### config.mk
export PLATFORM = sky130hd
export DESIGN_NAME = instr_exec_seq
export DESIGN_NICKNAME = d
export VERILOG_FILES = /design/src/rtl/instr_exec_seq.sv
export SDC_FILE = /design/constraint.sdc
export NUM_CORES = 2
export LEC_CHECK = 0
export ABC_AREA = 1
export CAP_MARGIN = 15
export CORE_UTILIZATION = 51
export DETAILED_ROUTE_END_ITERATION = 10
export GPL_TIMING_DRIVEN = 0
export HOLD_SLACK_MARGIN = 0.03
export PLACE_DENSITY = 0.71
export SLEW_MARGIN = 10
export SYNTH_ARGS = -nofsm -noshare
export SYNTH_HDL_FRONTEND = slang
export SYNTH_SLANG_ARGS = --single-unit
export TNS_END_PERCENT = 100
### constraint.sdc
create_clock -name clk -period 8.7 [get_ports clk]
set_input_delay 1.74 -clock clk [delete_from_list [all_inputs] [get_ports clk]]
set_output_delay 1.74 -clock clk [all_outputs]
set_load 0.05 [all_outputs]
### src/rtl/instr_exec_seq.sv
// Fetch/execute sequencer downstream of the instruction register: walks an address
// range, executes each instruction and streams results out in address order.
package instr_register_pkg;
  typedef logic signed [31:0] operand_t;
  typedef logic signed [63:0] result_t;
  typedef logic [4:0]         address_t;
  typedef enum logic [3:0] {
    ZERO  = 4'd0,
    PASSA = 4'd1,
    PASSB = 4'd2,
    ADD   = 4'd3,
    SUB   = 4'd4,
    MULT  = 4'd5,
    DIV   = 4'd6,
    MOD   = 4'd7
  } opcode_t;
  typedef struct packed {
    opcode_t  opc;
    operand_t op_a;
    operand_t op_b;
    result_t  res;
  } instruction_t;
endpackage

module instr_exec_seq
  import instr_register_pkg::*;
#(
  parameter int unsigned DIV_CYCLES = 32
) (
  input  logic                              clk,
  input  logic                              reset,
  input  logic                              start,
  input  logic [4:0]                        start_addr,
  input  logic [5:0]                        count,
  output logic [4:0]                        read_pointer,
  input  logic [$bits(instruction_t)-1:0]   instruction_word,
  output logic                              res_valid,
  input  logic                              res_ready,
  output logic signed [63:0]                res_data,
  output logic [3:0]                        res_opc,
  output logic [4:0]                        res_addr,
  output logic                              res_dbz,
  output logic                              busy,
  output logic                              done
);

  localparam int unsigned CW = $clog2(DIV_CYCLES + 1);

  typedef enum logic [2:0] {
    IDLE   = 3'd0,
    FETCH  = 3'd1,
    EXEC   = 3'd2,
    DIVIDE = 3'd3,
    OUTPUT = 3'd4,
    DONE   = 3'd5
  } state_t;

  state_t state, state_next;

  instruction_t iw;
  logic         unused_res;

  logic [3:0]  opc_q;
  operand_t    op_a_q;
  operand_t    op_b_q;
  logic [5:0]  remaining;

  result_t     a64, b64;
  result_t     exec_res;
  logic        exec_dbz;
  logic        div_go;

  logic [31:0] ua, ub, mag_a, mag_b;
  logic [31:0] quo, rem, dvs;
  logic        q_neg, r_neg, is_mod;
  logic [CW-1:0] div_cnt;
  logic [32:0] shifted;
  logic        fits;
  logic [31:0] diff, quo_n, rem_n;
  logic [63:0] q64, r64, div_res;

  assign iw         = instruction_t'(instruction_word);
  assign unused_res = ^iw.res;

  function automatic logic [63:0] neg64(input logic [63:0] v);
    return ~v + 64'd1;
  endfunction

  // ---------------- control FSM ----------------
  always_ff @(posedge clk) begin
    if (reset) state <= IDLE;
    else       state <= state_next;
  end

  always_comb begin
    state_next = state;
    busy       = 1'b1;
    done       = 1'b0;
    res_valid  = 1'b0;
    case (state)
      IDLE: begin
        busy = 1'b0;
        if (start) state_next = (count == '0) ? DONE : FETCH;
      end
      FETCH:  state_next = EXEC;
      EXEC:   state_next = div_go ? DIVIDE : OUTPUT;
      DIVIDE: if (div_cnt == CW'(1)) state_next = OUTPUT;
      OUTPUT: begin
        res_valid = 1'b1;
        if (res_ready) state_next = (remaining == 6'd1) ? DONE : FETCH;
      end
      DONE: begin
        done       = 1'b1;
        state_next = IDLE;
      end
      default: state_next = IDLE;
    endcase
  end

  // ---------------- single-cycle execute ----------------
  assign a64 = {{32{op_a_q[31]}}, op_a_q};
  assign b64 = {{32{op_b_q[31]}}, op_b_q};

  always_comb begin
    exec_res = '0;
    exec_dbz = 1'b0;
    div_go   = 1'b0;
    case (opc_q)
      ZERO:     exec_res = '0;
      PASSA:    exec_res = a64;
      PASSB:    exec_res = b64;
      ADD:      exec_res = a64 + b64;
      SUB:      exec_res = a64 - b64;
      MULT:     exec_res = a64 * b64;
      DIV, MOD: begin
        if (op_b_q == '0) exec_dbz = 1'b1;
        else              div_go   = 1'b1;
      end
      default:  exec_res = '0;
    endcase
  end

  // ---------------- restoring divider step ----------------
  assign ua    = op_a_q;
  assign ub    = op_b_q;
  assign mag_a = ua[31] ? (~ua + 32'd1) : ua;
  assign mag_b = ub[31] ? (~ub + 32'd1) : ub;

  // Remainder stays below the divisor (<= 2^31), so 32 bits plus the shifted-in bit suffice.
  assign shifted = {rem, quo[31]};
  assign fits    = (shifted >= {1'b0, dvs});
  assign diff    = shifted[31:0] - dvs;
  assign rem_n   = fits ? diff : shifted[31:0];
  assign quo_n   = {quo[30:0], fits};

  assign q64     = {32'd0, quo_n};
  assign r64     = {32'd0, rem_n};
  assign div_res = is_mod ? (r_neg ? neg64(r64) : r64)
                          : (q_neg ? neg64(q64) : q64);

  // ---------------- datapath registers ----------------
  always_ff @(posedge clk) begin
    if (reset) begin
      read_pointer <= '0;
      remaining    <= '0;
      opc_q        <= '0;
      op_a_q       <= '0;
      op_b_q       <= '0;
      res_data     <= '0;
      res_opc      <= '0;
      res_addr     <= '0;
      res_dbz      <= 1'b0;
      quo          <= '0;
      rem          <= '0;
      dvs          <= '0;
      q_neg        <= 1'b0;
      r_neg        <= 1'b0;
      is_mod       <= 1'b0;
      div_cnt      <= '0;
    end else begin
      case (state)
        IDLE: begin
          if (start && count != '0) begin
            read_pointer <= start_addr;
            remaining    <= count;
          end
        end
        FETCH: begin
          opc_q  <= iw.opc;
          op_a_q <= iw.op_a;
          op_b_q <= iw.op_b;
        end
        EXEC: begin
          if (div_go) begin
            quo     <= mag_a;
            rem     <= '0;
            dvs     <= mag_b;
            q_neg   <= op_a_q[31] ^ op_b_q[31];
            r_neg   <= op_a_q[31];
            is_mod  <= (opc_q == MOD);
            div_cnt <= CW'(DIV_CYCLES);
          end else begin
            res_data <= exec_res;
            res_opc  <= opc_q;
            res_addr <= read_pointer;
            res_dbz  <= exec_dbz;
          end
        end
        DIVIDE: begin
          quo     <= quo_n;
          rem     <= rem_n;
          div_cnt <= div_cnt - CW'(1);
          if (div_cnt == CW'(1)) begin
            res_data <= div_res;
            res_opc  <= opc_q;
            res_addr <= read_pointer;
            res_dbz  <= 1'b0;
          end
        end
        OUTPUT: begin
          if (res_ready) begin
            read_pointer <= read_pointer + 5'd1;
            remaining    <= remaining - 6'd1;
          end
        end
        default: ;
      endcase
    end
  end

endmodule
==> results.md <==
Outcome:
- The run finished, with violations left.
- The checks that failed: negative setup slack.

Yosys:
- Counting flops with an async set or reset pin after synthesis yields a share of 0%.
- fa_1 takes more of the synthesized area than any other cell.
- After Yosys synthesis, full adders, half adders and majority gates account for ~44% of the synthesized area.
- Yosys mapped a number of flops with a built-in enable equal to 0.
- The cell area that synthesis handed to floorplanning was 58100 sq um.
- The synthesized net count is 9541.
- Of the synthesized area, sequential elements account for 8.99%.
- The commonest register cell after synthesis is dfxtp_1.
- The number of instances in the synthesized netlist is 8017.
- The flop and latch count out of synthesis is 261.
- The synthesized netlist devotes 18.9% of its cell area to simple gates.
- After Yosys synthesis, XOR and XNOR cells account for between 1 and 1.5% of the synthesized area.
- The synthesized netlist devotes roughly 12% of its cell area to compound gates.
- The most frequent cell after synthesis is inv_1.
- The total number of yosys warnings is 0.
- The share of cell area taken by muxes after synthesis is 0%.
- The synthesized netlist contains 65 unique library cells.
- The share of synthesized area in the top cell type comes to 37.4%.
- After synthesis, the largest family of logic cells by area is adder cells.
- The commonest cells after synthesis are inv_1, nand2_1, fa_1.
- In the post-synthesis netlist, the biggest area contributors are fa_1, inv_1, nand2_1.
- The synthesized area divided by synthesized cell count is 7.25 sq um.

Layout:
- The share of final-layout standard cells stronger than drive strength 1 is 5.90%.
- The filler cell count in the final layout is 11000.
- The combined area of the multi-input logic cells is 44100 sq um.
- The area growth from synthesis to layout is 9.59%.
- The storage element area is about 5200 sq um.
- The post-route cell area is 63700 sq um.
- The number of nets in the final layout is 9759.

Floorplan:
- The die boundary height is between 300 and 400 microns.
- The floorplan step defined a die boundary enclosing 115000 sq um.
- The number of top-level design ports is about 230.
- The core region is 113000 sq um.
- The floorplan has around 120 rows.
- The die is about 340 microns wide.
- The initial utilization of the core area, before any placement, comes to 51.6%.

STA:
- The headroom to the max-slew limit is 16.0%.
- Setup repair after global routing left no endpoint under its margin.
- In the final timing run, aggregate negative setup slack is -37.4 ps.
- The share of the clock period used by the worst path is 100%.
- Setup slack on the critical path of the routed design comes to -37.4 ps.
- Between clock sinks in the finished design, the worst skew comes to around 20 ps.
- The actual transition at the worst max-transition pin is 1250 ps.
- Setup violations remaining at the end of the flow were counted as 1.
- The final-report max-slew violation count came to 0.
- Derived from the worst setup path, the maximum achievable clock frequency is 0.114 GHz.
- The number of hold violations in the final report came to 0.
- After layout, the minimum clock period comes to 8740 ps.

Worst setup path:
- The most critical setup path has its startpoint at op_a_q[16]$_SDFFE_PP0P_.
- STA classifies the critical path endpoint as a flop.
- The critical path is of the reg2reg type.
- The reg-to-reg critical path startpoint is op_a_q[16]$_SDFFE_PP0P_.
- STA puts the critical path data required time at between 9000 and 10000 ps.
- The maximum fanout count along the critical path is 10.
- The arrival time of data at the critical path endpoint is 9210 ps.
- STA classifies the critical path startpoint as a flop.

Clock tree:
- The deepest level of the CTS H-tree is 1.
- The clock tree from TritonCTS is built.
- The number of buffers added by the clock tree synthesis step is 26.
- The clock latency on the worst-skew pair is 600 ps.
- The number of sinks handled by clock tree synthesis is 261.
- The root buffer cell chosen for the clock tree is clkbuf_16.
- The longest clock path from root to sink contains 3 buffers.
- The clock-pin slew on the worst setup and hold paths is roughly 70 ps.

Global route:
- The number of antenna violations at the first check in global routing is 17.
- The wire length of the first global-routing pass is 388000 microns.
- The global route total overflow is 0.
- The via count of the first global-routing pass was between 50000 and 60000.
- Global routing consumed, over all layers together, between 40% and 50% of the routing resources.
- Entering global routing, the biggest net connects 26 pins.

Placement:
- Routability-driven placement finished with a final weighted congestion of 1.15.
- The count of buffers added on input and output ports is 164.
- The placed instances occupy a cell area of between 60000 and 70000 sq um.
- The HPWL after detailed placement is around 230000 microns.

Drt:
- After the first detailed-routing iteration, the DRC count stood at 7870.
- In the routed design, unresolved DRC markers number 0.
- The first-pass iteration count of the detailed router is 8.
- The total vias in the final route is 57100.
- In the final routed layout, each cell accounts on average for 27.8 microns.
- The wire length reported by the detailed router is 272000 microns.
- The detail route stage leaves a number of antenna-violating nets equal to 0.
- After detailed routing, the number of vias per cell comes to 5.85.

Job:
- The count of maximum capacitance violations is 0.

Power:
- In this run the power density over the cells is 342 nW/um^2.
- After layout, the design draws a total of about 22000 uW.
- Across the VDD grid, the largest voltage drop is 822 uV.
- The leakage dissipation is between 0.03 and 0.04 uW.

Hold path:
- The worst hold path begins at div_cnt[3]$_SDFFE_PP0P_.
- The kind of path behind the tightest hold check is reg2reg.
-- power breakdown --
group	switching [uW]	internal [uW]	leakage (uW)
logic	12900	6020	0.0326
registers	156	1360	0.00212
clock network	578	760	0.000471
total	13600	8130	0.0352
-- registers in the layout (all words and copies together), names as in the netlist --
register / count
res_opc: 4
div_cnt: 6
op_a_q: 32
q_neg: 1
opc_q: 4
is_mod: 1
r_neg: 1
quo: 32
state: 3
remaining: 6
res_addr: 5
res_data: 64
dvs: 32
read_pointer: 5
res_dbz: 1
rem: 32
op_b_q: 32
-- stage by stage --
stage	cells	hold WS, ps	setup slack (ps)	util (%)
after floorplan	8017	430	357	-
final	9757	469	-37.4	56.5
after global placement	9681	453	-3390	54.7
after CTS	9747	473	2.60	56.1
after detailed placement	9687	463	-3560	54.8
after global routing	9753	489	0.711	56.5
-- per-layer routing --
metal  global-route usage (%)  part of all wire, %  vias to the layer above
met5                        0                0.045                        -
met4                     21.0                  5.7                       16
met3                     17.2                   15                      702
met2                     66.2                   40                     3937
met1                     64.3                   39                    28100
li1                         -                    -                    24400
-- cell families (layout without fill, tap and decap cells) --
group                    Yosys count  count (layout)
buffers and inverters           2384            2620
AND/OR/NAND/NOR                 2675            2675
XOR/XNOR                          95              95
other                              0               4
flip-flops                       261             261
adder cells (fa/ha/maj)         1377            1377
AO/OA/AOI/OAI                   1225            1225
-- final timing paths --
kind	to	slack, ps	cells after the start
worst max-delay path	res_data[24]$_SDFFE_PP0P_	-40	26
worst min-delay path	div_cnt[3]$_SDFFE_PP0P_	470	2
worst max register to register	res_data[24]$_SDFFE_PP0P_	-40	26
worst min register to register	div_cnt[3]$_SDFFE_PP0P_	470	2
-- cells in the final DEF, fill, tap and decap left out, types with 10 or more instances in the layout --
cell and instances:
inv_2 20, o211ai_1 14, a21oi_2 21, clkbuf_1 158, or2_2 36, clkbuf_16 27
ha_1 284, o21ai_1 14, nand4_1 43, nor3_1 59, buf_2 26, dfxtp_1 259
a31oi_1 50, o221ai_1 14, nor2_2 17, a21oi_1 541, o21bai_1 16, o31ai_1 11
inv_1 1942, buf_4 49, a21o_1 25, clkbuf_2 100, nand3_1 248, o21a_1 11
buf_1 18, o21ai_0 430, nor2_1 370, nand2_1 1822, nor4_1 10, nand3b_1 18
clkbuf_4 74, xor2_1 72, nand2_2 21, fa_1 1077, clkdlybuf4s50_1 164, o22ai_1 24
xnor2_1 22
-- cell type report --
type,instances,area share [%]
Inverter,1970,11.6
Clock buffer,33,1.18
Buffer,410,3.40
Timing Repair Buffer,194,2.99
Antenna cell,4,0.0157
Clock inverter,13,0.324
Multi-Input combinational cell,5372,69.3
Tap cell,1500,2.95
Sequential cell,261,8.21
-- critical path: stages (launching register included) --
cell and delay (ps):
dfxtp_1 390, clkbuf_2 330, clkbuf_4 400, nand2_1 130, fa_1 570, fa_1 440
fa_1 510, fa_1 570, inv_1 50, fa_1 490, inv_1 60, fa_1 530
inv_1 50, fa_1 450, fa_1 570, ha_1 420, a21oi_1 240, o21ai_0 200
a21o_1 210, o21bai_1 220, a21oi_1 380, inv_1 160, or2_2 300, nand3_1 170
o2111ai_1 340, a21oi_1 310, a21oi_1 110
-- repair_timing --
action / 4_1_cts / 5_1_grt
pin swaps: 10 / 8
setup endpoints to repair: 46 / 40
hold buffers: 0 / 0
resized for setup: 243 / 359
buffers inserted: 15 / 8
Note: power is estimated with default switching activity, not from simulation.
